<file path="src/rtl/packet_sorter.sv">
// rtl/packet_sorter.sv - capture one packet, odd-even transposition sort it, replay it ascending
module packet_sorter #(
    parameter int DATA_WIDTH = 8,
    parameter int ADR_WIDTH  = 3
) (
    input  logic                  clk_i,
    input  logic                  rst_n_i,
    input  logic                  sop_i,
    input  logic                  eop_i,
    input  logic [DATA_WIDTH-1:0] data_i,
    input  logic                  val_i,
    output logic                  sop_o,
    output logic                  eop_o,
    output logic [DATA_WIDTH-1:0] data_o,
    output logic                  val_o,
    output logic                  busy_o
);

    localparam int N = 2 ** ADR_WIDTH;

    localparam logic [1:0] ST_IDLE = 2'd0;
    localparam logic [1:0] ST_RECV = 2'd1;
    localparam logic [1:0] ST_SORT = 2'd2;
    localparam logic [1:0] ST_OUT  = 2'd3;

    localparam logic [ADR_WIDTH:0]   LEN_ONE   = (ADR_WIDTH + 1)'(1);
    localparam logic [ADR_WIDTH:0]   LEN_MAX   = (ADR_WIDTH + 1)'(N);
    localparam logic [ADR_WIDTH-1:0] STEP_LAST = {ADR_WIDTH{1'b1}};

    logic [1:0]            state;
    logic [DATA_WIDTH-1:0] mem [N];
    logic [DATA_WIDTH-1:0] swp [N];
    logic [ADR_WIDTH:0]    len;
    logic [ADR_WIDTH:0]    rd;
    logic [ADR_WIDTH-1:0]  step;

    // One transposition pass: pairs whose lower index parity matches the step parity
    // are ordered so the smaller value lands on the lower index. Pairs are disjoint,
    // so every pair reads the current array.
    always_comb begin
        for (int i = 0; i < N; i++) begin
            swp[i] = mem[i];
        end
        for (int i = 0; i < N - 1; i++) begin
            if ((i % 2 == 1) == step[0]) begin
                if (mem[i] > mem[i+1]) begin
                    swp[i]   = mem[i+1];
                    swp[i+1] = mem[i];
                end
            end
        end
    end

    // Capture / sort / replay sequencer with registered outputs.
    // The final sort pass also launches the first output word, so the packet appears
    // immediately after the N sort cycles.
    always_ff @(posedge clk_i) begin
        if (!rst_n_i) begin
            state  <= ST_IDLE;
            len    <= '0;
            rd     <= '0;
            step   <= '0;
            sop_o  <= 1'b0;
            eop_o  <= 1'b0;
            val_o  <= 1'b0;
            data_o <= '0;
            busy_o <= 1'b0;
        end else begin
            case (state)
                ST_IDLE, ST_RECV: begin
                    if (val_i && sop_i) begin
                        // Padding with all-ones lets unused slots sink past the packet.
                        for (int i = 1; i < N; i++) begin
                            mem[i] <= {DATA_WIDTH{1'b1}};
                        end
                        mem[0] <= data_i;
                        len    <= LEN_ONE;
                        if (eop_i) begin
                            state  <= ST_SORT;
                            step   <= '0;
                            busy_o <= 1'b1;
                        end else begin
                            state <= ST_RECV;
                        end
                    end else if (state == ST_RECV && val_i) begin
                        // Words past the array size are dropped; len saturates.
                        if (len < LEN_MAX) begin
                            mem[len[ADR_WIDTH-1:0]] <= data_i;
                            len                     <= len + LEN_ONE;
                        end
                        if (eop_i) begin
                            state  <= ST_SORT;
                            step   <= '0;
                            busy_o <= 1'b1;
                        end
                    end
                end

                ST_SORT: begin
                    mem  <= swp;
                    step <= step + 1'b1;
                    if (step == STEP_LAST) begin
                        data_o <= swp[0];
                        val_o  <= 1'b1;
                        sop_o  <= 1'b1;
                        eop_o  <= (len == LEN_ONE);
                        rd     <= LEN_ONE;
                        state  <= ST_OUT;
                    end
                end

                default: begin
                    if (rd == len) begin
                        val_o  <= 1'b0;
                        sop_o  <= 1'b0;
                        eop_o  <= 1'b0;
                        data_o <= '0;
                        busy_o <= 1'b0;
                        state  <= ST_IDLE;
                    end else begin
                        data_o <= mem[rd[ADR_WIDTH-1:0]];
                        val_o  <= 1'b1;
                        sop_o  <= 1'b0;
                        eop_o  <= (rd + LEN_ONE == len);
                        rd     <= rd + LEN_ONE;
                    end
                end
            endcase
        end
    end

endmodule

</file>
<file path="config.mk">
export PLATFORM = sky130hd
export DESIGN_NAME = packet_sorter
export DESIGN_NICKNAME = d
export VERILOG_FILES = /design/src/rtl/packet_sorter.sv
export SDC_FILE = /design/constraint.sdc
export NUM_CORES = 1
export LEC_CHECK = 0
export ABC_AREA = 0
export BUFFER_PORTS_ARGS = -buffer_cell sky130_fd_sc_hd__buf_4
export CAP_MARGIN = 20
export CELL_PAD_IN_SITES_DETAIL_PLACEMENT = 0
export CELL_PAD_IN_SITES_GLOBAL_PLACEMENT = 2
export CORE_AREA = 3 3 134 136
export DETAILED_ROUTE_END_ITERATION = 10
export DIE_AREA = 0 0 137 139
export GPL_ROUTABILITY_DRIVEN = 1
export GPL_TIMING_DRIVEN = 0
export PLACE_DENSITY = 0.81
export SYNTH_ARGS = -nofsm -noshare
export SYNTH_HDL_FRONTEND = slang
export SYNTH_SLANG_ARGS = --single-unit
</file>
<file path="constraint.sdc">
create_clock -name clk_i -period 2.6 [get_ports clk_i]
set_input_delay 0.13 -clock clk_i [delete_from_list [all_inputs] [get_ports clk_i]]
set_output_delay 0.13 -clock clk_i [all_outputs]
set_load 0.01 [all_outputs]
</file>
==> flow_summary.json <==
{
  "netlist-cell-type-count": 54,
  "post_drt_wl_per_cell_um": 22.2,
  "ir_worst_vdd_v": 0.000374,
  "cts_buffers": 9,
  "drive_above_1_share_pct": 19.2,
  "synthTopCellsByArea": "edfxtp_1 28%, ha_1 11%, mux2i_1 8.4%",
  "end_kind": "register",
  "async_flop_share_pct": 0,
  "synthToLayoutAreaGrowth_pct": 18.8,
  "rsz0062_at_grt": "no",
  "num_io_pins": 25,
  "ctsHtreeMaxLevel": 3,
  "slowest_delay_ns": 0.51,
  "placed_cells": 974,
  "crit_path_start_kind": "register",
  "grt_max_degree": 16,
  "die_w_um": 137,
  "drt_iter0_markers": 597,
  "design_area_mm2": 0.00823,
  "synth_edf_count": 64,
  "cts_root_buf": "clkbuf_16",
  "ys_warn_count": 0,
  "io_buffers": 24,
  "via_count": 6244,
  "setup_violations": 0,
  "finalCriticalPeriod_ns": 2.52,
  "grtUsageTotal_pct": 24.5,
  "antenna_found_initial": 0,
  "dr.pass1.iters": 5,
  "p_leak_nw": 3.39,
  "crit_chain": "ha_1 -> nand2_1 -> o211ai_1 -> o211ai_4 -> or2_2 -> clkbuf_1 -> a21oi_1 -> a31oi_1",
  "powerDensity_mw_per_mm2": 489,
  "gp_congestion": 0.907,
  "crit_family": "compound AO/OA/AOI/OAI gates",
  "fp.coreArea_mm2": 0.0171,
  "initial_core_util_pct": 40.6,
  "yosysMostFrequentCell": "nand2_1",
  "max-clock-path-buffers": 2,
  "syn-cell-area_mm2": 0.00693,
  "synth_nets": 799,
  "r2r_start": "mem[55]",
  "worst-path-max-fanout": 10,
  "crit_buf_inv": 1,
  "grt_pass1_vias": 6061,
  "hold_viol_final": 0,
  "synth_ff_type": "edfxtp_1",
  "outcome": "finished, final reports clean",
  "yosys.area.top_type_share_pct": 27.7,
  "ctsHoldBuffers": 0,
  "avgSynthCellArea_um2": 9.55,
  "grt_overflow": 0,
  "ys_ff_latch": 89,
  "fmax_ghz": 0.398,
  "cts_tree": "built",
  "die_y_um": 139,
  "maxCapViolCount": 0,
  "path_clk_slew_ns": 0.07,
  "rows": 48,
  "critPathSlowestCell": "edfxtp_1",
  "insertion_delay_ns": 0.36,
  "fin_hold_ws_ns": 0.0379,
  "min-delay-start": "eop_i",
  "fin_skew_ns": 0.00953,
  "drv_slew": 0,
  "place_area_mm2": 0.00739,
  "syn_inst": 725,
  "fin_crit_sh_pct": 96.7,
  "max_slew_margin_pct": 42.1,
  "synth_area_leader_cell": "edfxtp_1",
  "final_cells": 1043,
  "layout_setup_ws_ns": 0.0848,
  "cp.arrival_ns": 2.59,
  "drc_errors": 0,
  "finalWirelength_um": 23200,
  "worst_pin_slew_ns": 0.869,
  "critPathRequiredTime_ns": 2.68,
  "cts_sinks": 89,
  "crit_type": "reg2reg",
  "synth_common_cells": "65 x nand2_1, 64 x edfxtp_1, 62 x inv_1, 61 x ha_1, 58 x mux2i_1",
  "ant_nets": 0,
  "final_nets": 887,
  "min_path_type": "in2reg",
  "crit_start": "mem[55]",
  "seq_area_frac_synth_pct": 35.0,
  "vias_per_cell": 5.99,
  "die_area_mm2": 0.0190,
  "grt_pass1_wl_um": 35600,
  "dpl_worst_slack_ns": -0.431,
  "hpwl_um": 17500,
  "r2r_slack_ns": 0.08,
  "antennaDiodeCount": 0
}
==> layout make-up <==
type | instances | area, µm²
clock buffer | 12 | 289
tap | 225 | 282
buffer | 38 | 203
multi-input combinational | 536 | 4190
sequential | 89 | 2420
inverter | 62 | 233
fill | 1645 | 8830
clock inverter | 4 | 30.0
timing repair buffer | 77 | 582
==> worst register-to-register path: cells and delay by family (launching register included) <==
kind | cells | cell delay [ns]
and+or+nand+nor | 2 | 0.40
adders and majority gates | 1 | 0.37
buffers and inverters | 1 | 0.19
AOI/OAI and AO/OA | 4 | 0.77
DFF | 1 | 0.51
==> sequential cells by signal, summed over array words and instances, names as in the netlist <==
signal	cells
busy_o	1
data_o	8
eop_o	1
len	4
mem	64
rd	4
sop_o	1
state	2
step	3
val_o	1
==> worst paths after layout <==
| kind | end | cells after the start |
|---|---|---|
| setup reg to reg | mem[42] | 8 |
| setup / recovery | mem[42] | 8 |
| hold reg to reg | val_o | 2 |
| hold / removal | busy_o | 3 |
==> report_power, final <==
part	switching [W]	total [W]	internal, W
Sequential	0.0000729	0.00168	0.00161
Combinational	0.000581	0.000954	0.000373
Clock	0.000596	0.00139	0.000795
Total	0.00125	0.00402	0.00278
==> per-stage QoR <==
step	utilization, %	total power (W)	setup TNS [ns]
after global placement	43.3	0.00254	-3.99
after floorplan	-	0.00228	0
after global routing	48.2	0.00421	0
after CTS	46.1	0.00397	-0.289
final	48.2	0.00402	0
after detailed placement	43.3	0.00257	-5.99
==> layer usage <==
metal,vias up,global-route usage [%],part of all wire [%]
met5,-,0,0
met2,216,39.3,49
met4,0,7.83,2.1
li1,2923,-,-
met3,32,3.52,5.4
met1,3073,34.0,43
==> logic make-up (layout without fill, tap and decap cells) <==
family                   Yosys count  after routing  synth area share (%)
adder cells (fa/ha/maj)           61             61                  11.0
AND/OR/NAND/NOR                  194            194                  13.5
XOR/XNOR                          10             10                  1.26
flip-flops                        89             89                  35.0
multiplexers                      74             74                  13.6
buffers and inverters            100            193                  6.12
AO/OA/AOI/OAI                    197            197                  19.5
==> what timing repair did <==
action | in CTS | in global routing
cloned | 0 | 0
resized for setup | 11 | 22
buffers inserted | 14 | 39
pin swaps | 3 | 3
endpoints found under the setup margin | 51 | 104
==> layout by cell type (no fill, tap or decap), drive strengths merged, types with 11 or more instances in the layout <==
| cell type | Yosys | layout |
|---|---|---|
| mux4 | 16 | 16 |
| a31oi | 27 | 27 |
| nand2 | 65 | 65 |
| inv | 62 | 64 |
| ha | 61 | 61 |
| buf | 21 | 94 |
| o21ai | 35 | 35 |
| mux2i | 58 | 58 |
| o21a | 11 | 11 |
| o311ai | 17 | 17 |
| nor2 | 51 | 51 |
| a21oi | 45 | 45 |
| clkbuf | 17 | 33 |
| dfxtp | 25 | 25 |
| a221oi | 16 | 16 |
| nor3 | 20 | 20 |
| edfxtp | 64 | 64 |
| nand2b | 12 | 12 |
| nor2b | 16 | 16 |
(Power assumes the default switching activity.)
